$ cat src/rtl/mem_port_arbiter.sv
// mem_port_arbiter: shares one single-port SRAM between the instruction-fetch
// port and the data port. Grants are decided combinationally each cycle, the
// SRAM is driven from the winning port, and read data is steered back one
// cycle later to whichever port issued the read.
// Optional build macro: MEM_ARB_RR_EN selects round-robin arbitration with a
// symmetric starvation override; without it, D has fixed priority and only
// the fetch port has a starvation override.
module mem_port_arbiter #(
   parameter int AWIDTH   = 12,
   parameter int DWIDTH   = 32,
   parameter int MAX_WAIT = 4
) (
   input  logic              CLK,
   input  logic              RST,
   input  logic              I_REQ,
   input  logic [AWIDTH-1:0] I_ADDR,
   output logic              I_GNT,
   output logic              I_RVALID,
   output logic [DWIDTH-1:0] I_RDATA,
   input  logic              D_REQ,
   input  logic              D_WEN,
   input  logic [3:0]        D_BE,
   input  logic [AWIDTH-1:0] D_ADDR,
   input  logic [DWIDTH-1:0] D_WDATA,
   output logic              D_GNT,
   output logic              D_RVALID,
   output logic [DWIDTH-1:0] D_RDATA,
   output logic              M_CSN,
   output logic              M_WEN,
   output logic [3:0]        M_BE,
   output logic [AWIDTH-1:0] M_ADDR,
   output logic [DWIDTH-1:0] M_DI,
   input  logic [DWIDTH-1:0] M_DOUT,
   output logic [31:0]       STALL_CNT
);

   localparam logic [3:0] WAIT_LIMIT = 4'(MAX_WAIT);

   logic [3:0] i_wait;
   logic       i_force;
   logic       pend;
   logic       owner_i;

`ifdef MEM_ARB_RR_EN
   typedef enum logic {PORT_D = 1'b0, PORT_I = 1'b1} port_t;

   logic [3:0] d_wait;
   logic       d_force;
   port_t      rr_ptr;
`endif

   // Grant decision: starvation override first, then the normal policy; reset blocks all grants
   always_comb begin
      I_GNT   = 1'b0;
      D_GNT   = 1'b0;
      i_force = I_REQ && (i_wait >= WAIT_LIMIT);
`ifdef MEM_ARB_RR_EN
      d_force = D_REQ && (d_wait >= WAIT_LIMIT);
      if (!RST) begin
         if (i_force)
            I_GNT = 1'b1;
         else if (d_force)
            D_GNT = 1'b1;
         else if (I_REQ && D_REQ) begin
            if (rr_ptr == PORT_I)
               I_GNT = 1'b1;
            else
               D_GNT = 1'b1;
         end
         else if (I_REQ)
            I_GNT = 1'b1;
         else if (D_REQ)
            D_GNT = 1'b1;
      end
`else
      if (!RST) begin
         if (i_force)
            I_GNT = 1'b1;
         else if (D_REQ)
            D_GNT = 1'b1;
         else if (I_REQ)
            I_GNT = 1'b1;
      end
`endif
   end

   // SRAM drive follows the winner; idle cycles park every field at a known value
   always_comb begin
      M_CSN  = 1'b1;
      M_WEN  = 1'b1;
      M_BE   = 4'b0000;
      M_ADDR = '0;
      M_DI   = '0;
      if (I_GNT) begin
         M_CSN  = 1'b0;
         M_ADDR = I_ADDR;
      end
      else if (D_GNT) begin
         M_CSN  = 1'b0;
         M_WEN  = D_WEN;
         M_BE   = D_BE;
         M_ADDR = D_ADDR;
         M_DI   = D_WDATA;
      end
   end

   // Read return: the SRAM output belongs to the port that issued last cycle's read
   always_comb begin
      I_RVALID = pend && owner_i && !RST;
      D_RVALID = pend && !owner_i && !RST;
      I_RDATA  = I_RVALID ? M_DOUT : '0;
      D_RDATA  = D_RVALID ? M_DOUT : '0;
   end

   // Pending-read tracking, wait counters, stall counter and round-robin pointer
   always_ff @(posedge CLK) begin
      if (RST) begin
         pend      <= 1'b0;
         owner_i   <= 1'b0;
         i_wait    <= 4'd0;
         STALL_CNT <= 32'd0;
`ifdef MEM_ARB_RR_EN
         d_wait    <= 4'd0;
         rr_ptr    <= PORT_D;
`endif
      end
      else begin
         pend    <= I_GNT || (D_GNT && D_WEN);
         owner_i <= I_GNT;

         if (I_REQ && !I_GNT)
            i_wait <= (i_wait == 4'hF) ? i_wait : i_wait + 4'd1;
         else
            i_wait <= 4'd0;

         if (((I_REQ && !I_GNT) || (D_REQ && !D_GNT)) && (STALL_CNT != 32'hFFFF_FFFF))
            STALL_CNT <= STALL_CNT + 32'd1;

`ifdef MEM_ARB_RR_EN
         if (D_REQ && !D_GNT)
            d_wait <= (d_wait == 4'hF) ? d_wait : d_wait + 4'd1;
         else
            d_wait <= 4'd0;

         if (I_GNT)
            rr_ptr <= PORT_D;
         else if (D_GNT)
            rr_ptr <= PORT_I;
`endif
      end
   end

endmodule

$ cat config.mk
export PLATFORM = sky130hd
export DESIGN_NAME = mem_port_arbiter
export DESIGN_NICKNAME = d
export VERILOG_FILES = /design/src/rtl/mem_port_arbiter.sv
export SDC_FILE = /design/constraint.sdc
export NUM_CORES = 1
export LEC_CHECK = 0
export ABC_AREA = 1
export ABC_CLOCK_PERIOD_IN_PS = 1750
export BUFFER_PORTS_ARGS = -buffer_cell sky130_fd_sc_hd__buf_2
export CORE_ASPECT_RATIO = 0.9
export CORE_MARGIN = 10
export CORE_UTILIZATION = 40
export CTS_CLUSTER_SIZE = 28
export DETAILED_ROUTE_END_ITERATION = 12
export PLACE_DENSITY = 0.92
export SKIP_LAST_GASP = 1
export SLEW_MARGIN = 15
export SYNTH_ARGS = -nofsm -noshare
export SYNTH_HDL_FRONTEND = slang
export SYNTH_SLANG_ARGS = --single-unit
$ cat constraint.sdc
create_clock -name CLK -period 1.75 [get_ports CLK]
set_input_delay 0 -clock CLK [delete_from_list [all_inputs] [get_ports CLK]]
set_output_delay 0 -clock CLK [all_outputs]
set_load 0.03 [all_outputs]
# == Word level (Yosys, flattened, before mapping) ==
# Index checks and enable logic that the tools add are counted.
# totals
word_cells,45
out_inout_bits,150
ff_bits,38
input_bits,97
# classes
magnitude_cmp,1
bitwise,1
addsub,2
reduce_logical,16
mux,19
n_eq_ne,2
# ops
op,n
2-to-1 mux 32 bit,4
"adder 32 x 1 -> 32 bit, second input constant",1
"!= test 32 bit, second input constant",1
2-to-1 mux 12 bit,2
2-to-1 mux 1 bit,11
logical AND 1 bit,9
2-to-1 mux 4 bit,2
"adder 4 x 1 -> 4 bit, second input constant",1
"== test 4 bit, second input constant",1
">= comparator 4 x 3 -> 1 bit, second input constant",1
logical NOT 1 bit,4
logical OR 1 bit,2
OR reduction 2 bit,1
NOT 1 bit,1

# == Depth between registers and ports, before layout ==
# Gate-level depths: netlist (run 1).
# logic_depth
ltp_word,8
depth_mapped,12
mapped_depth_nobuf,11

# == Worst setup path before layout (run 1) ==
# No wires, ideal clock.
# synth_path
path_kind,register to output
startpoint,register pend
endpoint,output port D_RDATA[10]
setup_slack_ns,-0.167
arrival_ns,1.917
stages_incl_launch_ff,6
required_ns,1.750
path_buffers,1
path_cell_list,dfxtp_1 > inv_1 > nor3_1 > inv_1 > clkbuf_1 > nor2_1
# synth_via
elab_chain_cells,3
# synth_rtl
item,line_no,text
start: declaration,41,logic pend;
start signal: assignment,128,pend <= I_GNT || (D_GNT && D_WEN);
logical AND 1 bit (2 in a row),110,D_RVALID = pend && !owner_i && !RST;
net D_RVALID,26,"output logic D_RVALID,"
2-to-1 mux 32 bit,112,D_RDATA = D_RVALID ? M_DOUT : '0;
end: declaration,27,"output logic [DWIDTH-1:0] D_RDATA,"
# The timed path passes the listed nets, and every way through them passes these cells.

# == Final worst setup path (run 1) ==
# layout_path
startpoint,register i_wait[2]
endpoint,output port M_ADDR[11]
# layout_via
elab_chain_cells,6
elab_cells_between_ends,8
classes_between,1 x order compare; 6 x mux; 1 x reduce/logical
# layout_rtl
item,line_no,text
start: declaration,39,logic [3:0] i_wait;
start signal: assignment,132,i_wait <= (i_wait == 4'hF) ? i_wait : i_wait + 4'd1;
>= comparator 4 x 3 -> 1 bit *,56,i_force = I_REQ && (i_wait >= WAIT_LIMIT);
logical AND 1 bit *,56,
2-to-1 mux 1 bit,77,if (i_force)
2-to-1 mux 1 bit,76,if (!RST) begin
2-to-1 mux 12 bit,98,else if (D_GNT) begin
2-to-1 mux 12 bit *,94,if (I_GNT) begin
end: declaration,31,"output logic [AWIDTH-1:0] M_ADDR,"
# Mark *: on every way between the ends. The rest lies on a longest branch, timed or not.

==> flow_metrics.py, run 1 <==
metrics = {
    "sta": {
        "period_needed_ns": 1.698,
        "timing.final.hold_violations": 0,
        "final.period_utilization": 0.9703,
        "finClkSkew_ns": 0.01097,
        "grt_setup_unrepaired": "true",
        "report.final.slew_viol_count": 0,
        "setup-violations-final": 0,
        "fin_ws_ns": 0.05195,
        "max_freq_mhz": 588.9,
    },
    "power_and_ir_drop": {
        "cellLeakagePower_nw": 2.984,
        "power.density_nw_per_um2": 566.3,
        "ir_worst_vdd_v": 0.0004155,
        "seqPwrFrac": 0.343,
        "switching_fraction": 0.3460,
        "power_frac_comb": 0.311,
        "internal_power_mw": 1.792,
        "power.switching_uw": 948.2,
        "power.share.clock": 0.346,
    },
    "global_routing": {
        "first_pass_grt_wire_length_um": 22780,
        "largest_net_degree_at_the_start_of_global_routing": 38,
        "groute.usage.overall": 0.2390,
        "first_global_vias": 4276,
        "initial_antenna_violation_count": 3,
        "grt_overflow": 0,
    },
    "detailed_routing": {
        "drt_drc_violations_left": 0,
        "total_iterations_of_the_first_detailed_routing_run": 5,
        "post_drt_via_cell_ratio": 4.808,
        "detailedRoute.firstIterationViolations": 390,
        "avgRoutedWirePerCell_um": 16.28,
        "final_wl_um": 15190,
        "antenna_violating_nets_post_route": 0,
        "detailroute.via_count": 4486,
    },
    "finish": {
        "final_layout_size_suffix_gt1_frac": 0.3753,
        "layout.nets": 932,
        "area_growth_syn_to_layout_pct": 53.61,
        "final_core_utilization": 0.6351,
        "final_cell_area_um2": 4840,
    },
    "yosys": {
        "synthesis.area_um2": 3151,
        "synth.top_cell.area_share": 0.2415,
        "yosys.cell_types.count": 33,
        "yosys.area.top_type": "dfxtp_1",
        "synth.yosys.warnings": 0,
        "synthesis.area_per_instance_um2": 5.527,
        "synth-seq-area-share": 0.2415,
        "syn_nets": 669,
        "synthCells": 570,
        "synth-seq-cells": 38,
        "largest_cells_by_area_after_synthesis": "dfxtp_1, nor2_1, nand2_1",
    },
    "place": {
        "routabilityCongestion": 0.9635,
        "placed_area_um2": 4601,
        "place_ws_ns": 0.07952,
        "numPortBuffers": 246,
        "hpwlAfterDp_um": 12700,
    },
    "cts": {
        "cts_num_sinks": 38,
        "cts_buffers": 5,
        "source_to_sink_clock_delay_at_the_later_pin_of_the_worst_skew_pair_ns": 0.30,
        "clk_pin_slew_ns": 0.08,
        "clock_tree_from_tritoncts": "yes",
        "cts_htree_levels": 2,
        "clock_tree.root_cell": "clkbuf_8",
        "cts_max_path_buffers": 2,
    },
    "die": {
        "die_height_um": 104.2,
        "die_boundary_width_um": 113.6,
        "fp-row-count": 30,
        "num_io_pins": 247,
        "standard_cell_core_area_um2": 7620,
        "die-area_um2": 11830,
        "floorplan.initialDensity": 0.4135,
    },
    "setup_path": {
        "data_arrival_time_of_the_critical_path_ns": 1.70,
        "required_time_worst_endpoint_ns": 1.75,
        "path_max_fanout": 15,
        "cp-end-kind": "primary output",
        "critPathSlowestCell": "dfxtp_1",
        "timing.critical_path.cells": "nor2_2, nor2_1, nor3_4, buf_6, a22o_1, buf_2",
        "critical_setup_path_kind": "register to primary output",
        "start_kind": "register",
        "critical_path.max_stage_delay_ns": 0.35,
    },
    "run_status": {
        "outcome": "completed",
    },
    "job": {
        "drv_cap": 0,
    },
    "hold_path": {
        "hold_class": "input pin to register",
    },
}
==> power by group through the flow <==
stage | clock network, mW | registers, mW | logic, mW
2_1_floorplan | 0 | 1.02 | 0.446
3_3_place_gp | 0 | 0.956 | 0.820
4_1_cts | 0.946 | 0.938 | 0.840
5_1_grt | 0.975 | 0.945 | 0.917
6_report | 0.949 | 0.940 | 0.852
3_5_place_dp | 0 | 0.958 | 0.831
==> final cells by class <==
type	count	area, µm²
fillers	732	2780
multi-input cells	405	1902
repair buffers	275	1481
flip-flops and latches	38	763.2
inverters	107	415.4
well taps	96	120.1
clock buffers	6	82.58
clock inverters	2	60.06
repair inverters	1	7.507
diodes	3	7.507
==> what timing repair did <==
action | CTS | global route
setup buffers | 0 | 2
hold buffers | 1 | 0
pin swaps | 0 | 3
setup endpoints to repair | 4 | 62
resized for setup | 3 | 15
endpoints found under the hold margin | 1 | 0
gates cloned | 1 | 0
==> registers in the layout, summed over array words and instances (netlist names) <==
register	count
pend	1
STALL_CNT	32
owner_i	1
i_wait	4
==> per-stage QoR <==
| stage | std cells | setup TNS, ns | hold slack [ns] | total power, mW |
|---|---|---|---|---|
| after floorplan | 570 | 0 | 0.07228 | 1.467 |
| after global placement | 918 | 0 | 0.3007 | 1.776 |
| after detailed placement | 918 | 0 | 0.2960 | 1.789 |
| after CTS | 928 | 0 | 0.05147 | 2.724 |
| after global routing | 931 | -0.3478 | 0.06743 | 2.837 |
| final | 933 | 0 | 0.04951 | 2.741 |
==> metal layers <==
| layer | track usage | wire length (µm) |
|---|---|---|
| met2 | 0.4052 | 7305 |
| met1 | 0.2744 | 5843 |
| met4 | 0.07246 | 348 |
| met3 | 0.08016 | 1673 |
| met5 | 0 | 18 |
==> Yosys cell counts (all sizes together) <==
| cell type | number |
|---|---|
| nor2 | 167 |
| nand2 | 146 |
| inv | 107 |
| dfxtp | 38 |
| a21oi | 25 |
| nand3 | 15 |
| xor2 | 13 |
| a22o | 12 |
| clkbuf | 11 |
| o21ai | 10 |
| buf | 9 |
| nand3b | 3 |
| nand4 | 3 |
| xnor2 | 3 |
| ha | 2 |
| nor3 | 2 |
| and2 | 1 |
| conb | 1 |
| maj3 | 1 |
| or2 | 1 |
==> critical path, delay by kind of cell (launching register included) <==
family,cells,cell delay (ns)
AOI/OAI and AO/OA,1,0.19
buffers and inverters,2,0.42
DFF,1,0.35
and+or+nand+nor,3,0.43
==> logic make-up (layout without fill, tap and decap cells) <==
family / after synthesis / in the layout / synth area share
AO/OA/AOI/OAI: 47 / 47 / 0.09015
XOR/XNOR: 16 / 16 / 0.04448
adder cells (fa/ha/maj): 3 / 3 / 0.01112
buffers and inverters: 127 / 391 / 0.1652
flip-flops: 38 / 38 / 0.2415
other: 1 / 4 / 0.001190
AND/OR/NAND/NOR: 338 / 338 / 0.4464
==> path summary, 6_finish.rpt <==
kind | slack [ns] | startpoint | depth (start not counted) | to
worst max register to register | 0.10 | STALL_CNT[13] | 9 | STALL_CNT[14]
worst min-delay path | 0.05 | I_REQ | 3 | owner_i
worst max-delay path | 0.05 | i_wait[2] | 6 | M_ADDR[11]
worst min register to register | 0.52 | STALL_CNT[1] | 2 | STALL_CNT[1]
==> cells in the final DEF, fill, tap and decap left out, drive strengths merged <==
cell type,n
dfxtp,38
nor2,167
or2,1
bufinv,2
a22o,12
a21oi,25
xor2,13
nor3,2
clkinvlp,2
o21ai,10
ha,2
nand3b,3
nand4,3
inv,106
nand2,146
xnor2,3
and2,1
clkbuf,10
diode,3
conb,1
maj3,1
dlygate4sd3,1
buf,270
nand3,15
(Power assumes the default switching activity.)
==> run 2: changes to the inputs <==
==> constraint.sdc (replaced) <==
create_clock -name CLK -period 1.75 [get_ports CLK]
set_input_delay 0.175 -clock CLK [delete_from_list [all_inputs] [get_ports CLK]]
set_output_delay 0.175 -clock CLK [all_outputs]
set_load 0.03 [all_outputs]
==> run 2 against run 1 <==
Effect of this change:
- the run now ends with negative setup slack left
- via count grew 1.8%
- sequential share of layout area shrank 1.1 points
- count of clock-buffer cells in the layout is the same
- hold slack gained 0.17 ns
- total power grew 4.1%
- combinational power grew 13%
- clock skew grew 0.0029 ns
- clock power is essentially flat
- sequential cell count is the same
- highest routed layer is now met4
==> flow_metrics.py, run 2 (synthesis gave the netlist of run 1 again) <==
metrics = {
    "die": {
        "floorplan.initialDensity": 0.4135,
        "standard_cell_core_area_um2": 7620,
        "die_height_um": 104.2,
        "fp-row-count": 30,
        "num_io_pins": 247,
        "die_boundary_width_um": 113.6,
        "die-area_um2": 11830,
    },
    "global_routing": {
        "groute.usage.overall": 0.2486,
        "largest_net_degree_at_the_start_of_global_routing": 38,
        "first_pass_grt_wire_length_um": 23560,
        "first_global_vias": 4379,
        "initial_antenna_violation_count": 4,
        "grt_overflow": 0,
    },
    "sta": {
        "max_freq_mhz": 552.2,
        "setup-violations-final": 15,
        "final.period_utilization": 1.035,
        "period_needed_ns": 1.811,
        "report.final.slew_viol_count": 0,
        "fin_ws_ns": -0.06110,
        "grt_setup_unrepaired": "true",
        "finClkSkew_ns": 0.01388,
        "final.hold.worst_slack_ns": 0.2199,
        "timing.final.hold_violations": 0,
    },
    "detailed_routing": {
        "post_drt_via_cell_ratio": 4.848,
        "detailedRoute.firstIterationViolations": 380,
        "antenna_violating_nets_post_route": 0,
        "avgRoutedWirePerCell_um": 17.66,
        "drt_drc_violations_left": 0,
        "detailroute.via_count": 4567,
        "total_iterations_of_the_first_detailed_routing_run": 5,
        "final_wl_um": 16630,
    },
    "setup_path": {
        "timing.critical_path.cells": "nor2_4, nor2_2, nor3_2, buf_6, inv_8, nor2_1, buf_4",
        "reg2reg_to": "STALL_CNT[13]",
        "path_max_fanout": 37,
        "cp-end-kind": "primary output",
        "reg2reg_setup_slack_ns": 0.10,
        "critical_path.max_stage_delay_ns": 0.37,
        "ff2ff_path_depth": 7,
        "critPathSlowestCell": "dfxtp_4",
        "data_arrival_time_of_the_critical_path_ns": 1.64,
        "path_buf_inv": 3,
        "worst_setup_path_startpoint": "i_wait[2]",
        "start_kind": "register",
        "critical_setup_path_kind": "register to primary output",
        "required_time_worst_endpoint_ns": 1.57,
        "r2r_start": "STALL_CNT[9]",
        "path_delay_family": "buffers and inverters",
    },
    "finish": {
        "final_layout_size_suffix_gt1_frac": 0.4067,
        "most_common_library_cell_in_the_layout_ignoring_fill_and_taps": "buf_2",
        "largest-register": "STALL_CNT",
        "mostFrequentLayoutCells": "buf_2, nor2_1, nand2_1",
        "fill_cells": 632,
        "area_growth_syn_to_layout_pct": 66.76,
        "layout.nets": 939,
        "biggestRegsByFlops": "STALL_CNT: 32 flops, i_wait: 4 flops",
        "final_cell_area_um2": 5254,
        "largest_register_ff_count": 32,
    },
    "cts": {
        "clock_tree_from_tritoncts": "yes",
        "clk_pin_slew_ns": 0.08,
        "cts_num_sinks": 38,
        "clock_tree.root_cell": "clkbuf_8",
        "source_to_sink_clock_delay_at_the_later_pin_of_the_worst_skew_pair_ns": 0.31,
        "cts_buffers": 5,
        "cts_htree_levels": 2,
        "cts_max_path_buffers": 2,
    },
    "job": {
        "drv_cap": 0,
    },
    "hold_path": {
        "number_of_cells_traversed_by_the_worst_hold_path": 3,
        "timing.hold.worst.start": "D_WEN",
        "hold-path-endpoint": "pend",
        "hold_class": "input pin to register",
    },
    "place": {
        "placed_area_um2": 4613,
        "numPortBuffers": 246,
        "routabilityCongestion": 0.9455,
        "hpwlAfterDp_um": 12480,
    },
    "power_and_ir_drop": {
        "ir_worst_vdd_v": 0.0006046,
        "cellLeakagePower_nw": 3.090,
        "power.density_nw_per_um2": 542.8,
    },
    "run_status": {
        "outcome": "finished, violations left",
        "failed_checks": "negative setup slack",
    },
}
==> run 2: cell count changes in the layout (fill, tap and decap cells not counted), moves of 3 or more <==
cell / previous run / this run
dfxtp_1: 36 / 33
nor2_1: 155 / 144
clkbuf_4: 4 / 0
nand2_1: 140 / 137
nor2_2: 9 / 15
buf_6: 2 / 24
buf_12: 1 / 4
buf_2: 242 / 196
nor2_4: 2 / 7
buf_4: 25 / 56
==> run 2: layout make-up <==
class | instances | area, µm² | share of cell area
Timing Repair inverter | 1 | 7.507 | 0.001429
Antenna cell | 5 | 12.51 | 0.002382
Tap cell | 96 | 120.1 | 0.02286
Inverter | 107 | 417.9 | 0.07954
Sequential cell | 38 | 772.0 | 0.1469
Multi-Input combinational cell | 405 | 1979 | 0.3768
Clock inverter | 2 | 60.06 | 0.01143
Clock buffer | 6 | 82.58 | 0.01572
Timing Repair Buffer | 282 | 1802 | 0.3429
==> run 2: worst max path at each step <==
stage	to	slack (ns)	cells after the start
2_1_floorplan	D_RDATA[10]	-0.02	5
3_3_place_gp	STALL_CNT[18]	0.15	11
3_5_place_dp	STALL_CNT[18]	0.08	11
4_1_cts	M_ADDR[2]	-0.05	7
5_1_grt	M_ADDR[6]	-0.16	7
6_report	M_DI[10]	-0.06	7
==> run 2: where the power goes <==
part	switching, mW	internal (mW)	leakage, nW
Sequential	0.0397	0.902	0.313
Combinational	0.607	0.356	2.71
Clock	0.339	0.608	0.0714
==> run 2: through the flow <==
stage	worst slack, ns	util	std cells	power [mW]	TNS, ns
after floorplan	-0.01565	-	570	1.467	-0.4696
after CTS	-0.04602	0.6507	929	2.769	-0.3038
after global routing	-0.1577	0.6888	940	2.955	-4.479
final	-0.06110	0.6895	942	2.852	-0.3182
after global placement	0.1459	0.6054	918	1.770	0
after detailed placement	0.07722	0.6054	918	1.782	0
==> run 2: routing by layer <==
metal	part of all wire	wire length, µm	vias to the layer above	global-route usage
met5	0	0	-	0
met4	0.035	576	0	0.1096
met3	0.12	1935	36	0.08131
met2	0.49	8119	282	0.4052
met1	0.36	6002	2018	0.2872
li1	-	-	2231	-
==> run 2: worst reg2reg max path: stages (launching register included) <==
cell     delay [ns]
dfxtp_1        0.47
nand2_1        0.15
nor2_1         0.25
nand2_1        0.09
nor2_1         0.28
xor2_1         0.19
nand2_1        0.06
a21oi_1        0.11
==> run 2: repair_timing <==
action	in CTS	in global routing
setup buffers	2	7
resized for setup	65	54
pin swaps	3	6
hold buffers	0	0
gates cloned	1	2
setup endpoints to repair	50	82
==> run 3: changes to the inputs <==
--- a/config.mk
+++ b/config.mk
@@ -6,14 +6,15 @@
 export NUM_CORES = 1
 export LEC_CHECK = 0
 export ABC_AREA = 1
-export ABC_CLOCK_PERIOD_IN_PS = 1750
+export ABC_CLOCK_PERIOD_IN_PS = 1500
 export BUFFER_PORTS_ARGS = -buffer_cell sky130_fd_sc_hd__buf_2
-export CORE_ASPECT_RATIO = 0.9
+export CORE_ASPECT_RATIO = 0.6
 export CORE_MARGIN = 10
-export CORE_UTILIZATION = 40
+export CORE_UTILIZATION = 37
 export CTS_CLUSTER_SIZE = 28
 export DETAILED_ROUTE_END_ITERATION = 12
-export PLACE_DENSITY = 0.92
+export GPL_ROUTABILITY_DRIVEN = 0
+export PLACE_DENSITY = 0.9
 export SKIP_LAST_GASP = 1
 export SLEW_MARGIN = 15
 export SYNTH_ARGS = -nofsm -noshare
==> constraint.sdc (replaced) <==
create_clock -name CLK -period 1.5 [get_ports CLK]
set_input_delay 0.15 -clock CLK [delete_from_list [all_inputs] [get_ports CLK]]
set_output_delay 0.15 -clock CLK [all_outputs]
set_load 0.03 [all_outputs]
==> run 3 against run 2 <==
Effect of this change:
- via count up 10%
- hold slack lost 0.064 ns
- utilization up 15 points
- critical path type unchanged
- sequential power rose by 18%
- register-to-register slack worse by 0.31 ns
- total power rose by 32%
- first-iteration DRC count grew 21%
- the flow still finishes with violations (negative setup slack)
- combinational power grew 61%
- routed wire length increased by 20%
- sequential cell count unchanged
- final cell count up 5.0%
- clock skew decreased by 0.0071 ns
==> flow_metrics.py, run 3 (synthesis gave the netlist of run 1 again) <==
metrics = {
    "finish": {
        "final_core_utilization": 0.8428,
        "n_antenna_cell": 0,
        "layout.nets": 979,
        "area_growth_syn_to_layout_pct": 115.9,
        "final_layout_size_suffix_gt1_frac": 0.6016,
        "mostFrequentLayoutCells": "buf_2, nand2_1, inv_1",
        "largest_register_ff_count": 32,
        "biggestRegsByFlops": "STALL_CNT: 32 flops, i_wait: 4 flops",
        "largest-register": "STALL_CNT",
        "most_common_library_cell_in_the_layout_ignoring_fill_and_taps": "buf_2",
    },
    "sta": {
        "max_freq_mhz": 563.3,
        "fin_ws_ns": -0.2753,
        "period_needed_ns": 1.775,
        "final.hold.worst_slack_ns": 0.1557,
        "finClkSkew_ns": 0.006746,
        "final.period_utilization": 1.184,
        "report.final.slew_viol_count": 0,
        "grt_setup_unrepaired": "true",
        "setup-violations-final": 116,
        "timing.final.hold_violations": 0,
    },
    "global_routing": {
        "first_pass_grt_wire_length_um": 27840,
        "largest_net_degree_at_the_start_of_global_routing": 34,
        "groute.usage.overall": 0.2690,
        "grt_overflow": 0,
        "first_global_vias": 4971,
        "initial_antenna_violation_count": 1,
    },
    "place": {
        "hpwlAfterDp_um": 13140,
        "numPortBuffers": 246,
    },
    "cts": {
        "clk_pin_slew_ns": 0.06,
        "clock_tree.root_cell": "clkbuf_16",
        "cts_num_sinks": 38,
        "cts_max_path_buffers": 2,
        "source_to_sink_clock_delay_at_the_later_pin_of_the_worst_skew_pair_ns": 0.29,
        "cts_htree_levels": 2,
        "cts.hold.buffers_added": 0,
        "cts_buffers": 5,
        "clock_tree_from_tritoncts": "yes",
    },
    "power_and_ir_drop": {
        "cellLeakagePower_nw": 3.583,
        "ir_worst_vdd_v": 0.0004582,
        "power.density_nw_per_um2": 552.6,
    },
    "hold_path": {
        "number_of_cells_traversed_by_the_worst_hold_path": 3,
        "hold_class": "input pin to register",
    },
    "die": {
        "die_boundary_width_um": 139.1,
        "standard_cell_core_area_um2": 8070,
        "num_io_pins": 247,
        "fp-row-count": 25,
        "die-area_um2": 12730,
        "die_height_um": 91.48,
        "floorplan.initialDensity": 0.3904,
    },
    "detailed_routing": {
        "detailedRoute.firstIterationViolations": 460,
        "post_drt_via_cell_ratio": 5.098,
        "avgRoutedWirePerCell_um": 20.15,
        "final_wl_um": 19930,
        "detailroute.via_count": 5042,
        "drt_drc_violations_left": 0,
        "antenna_violating_nets_post_route": 0,
        "total_iterations_of_the_first_detailed_routing_run": 6,
    },
    "setup_path": {
        "ff2ff_path_depth": 12,
        "worstSetupPathDepth": 7,
        "timing.critical_path.cells": "nor2_4, nand2_1, nand3_2, clkinvlp_4, buf_4, a22o_1, buf_4",
        "path_delay_family": "buffers and inverters",
        "critPathSlowestCell": "dfxtp_2",
        "data_arrival_time_of_the_critical_path_ns": 1.63,
        "path_buf_inv": 3,
        "cp-end-kind": "primary output",
        "start_kind": "register",
        "crit_top_cell": "buf_4",
        "critical_setup_path_kind": "register to primary output",
        "required_time_worst_endpoint_ns": 1.35,
        "path_max_fanout": 7,
        "critical_path.max_stage_delay_ns": 0.34,
    },
    "run_status": {
        "failed_checks": "negative setup slack",
        "outcome": "finished, violations left",
    },
    "job": {
        "drv_cap": 0,
    },
}
[run 3: repair_timing]
action,4_1_cts,5_1_grt
setup endpoints to repair,112,128
resized for setup,217,70
pin swaps,18,9
cloned,8,1
setup buffers,19,6
[run 3: final timing paths]
kind,slack (ns),start,to
max reg2reg,-0.21,STALL_CNT[1],STALL_CNT[18]
min,0.16,D_WEN,pend
min reg2reg,0.51,STALL_CNT[11],STALL_CNT[11]
max,-0.28,i_wait[3],M_ADDR[11]
[run 3: tightest hold or removal path: stages]
cell and delay [ns]:
buf_2 0.09, inv_1 0.06, o21ai_0 0.08
[run 3: metrics by stage]
stage	setup WS [ns]	power [mW]	TNS, ns	instance area, µm²	instances
finish	-0.2753	3.759	-16.90	6802	989
detailed placement	-0.05312	2.270	-0.4743	5366	950
global placement	0.008508	2.246	0	5366	950
floorplan	-0.06444	1.866	-2.019	3752	570
CTS	-0.2577	3.612	-15.06	6538	985
global route	-0.3487	3.875	-24.87	6802	989
[run 3: metal layers]
| layer | wire (µm) | global-route usage |
|---|---|---|
| met1 | 6875 | 0.2959 |
| met2 | 10370 | 0.4850 |
| met3 | 2042 | 0.08216 |
| met4 | 634 | 0.08910 |
| met5 | 7 | 0 |
[run 3: layout make-up]
cell class,count,area [µm²]
Sequential cell,38,814.5
Clock buffer,7,142.6
Fill cell,450,1269
Multi-Input combinational cell,406,2759
Timing Repair inverter,3,61.31
Inverter,107,424.2
Clock inverter,1,5.005
Tap cell,108,135.1
Timing Repair Buffer,319,2460
[run 3: power by group]
part	internal (mW)	switching, mW	total (mW)	leakage (nW)
registers	1.06	0.0521	1.11	0.326
clock network	0.660	0.438	1.10	0.0739
logic	0.618	0.935	1.55	3.18
total	2.33	1.43	3.76	3.58
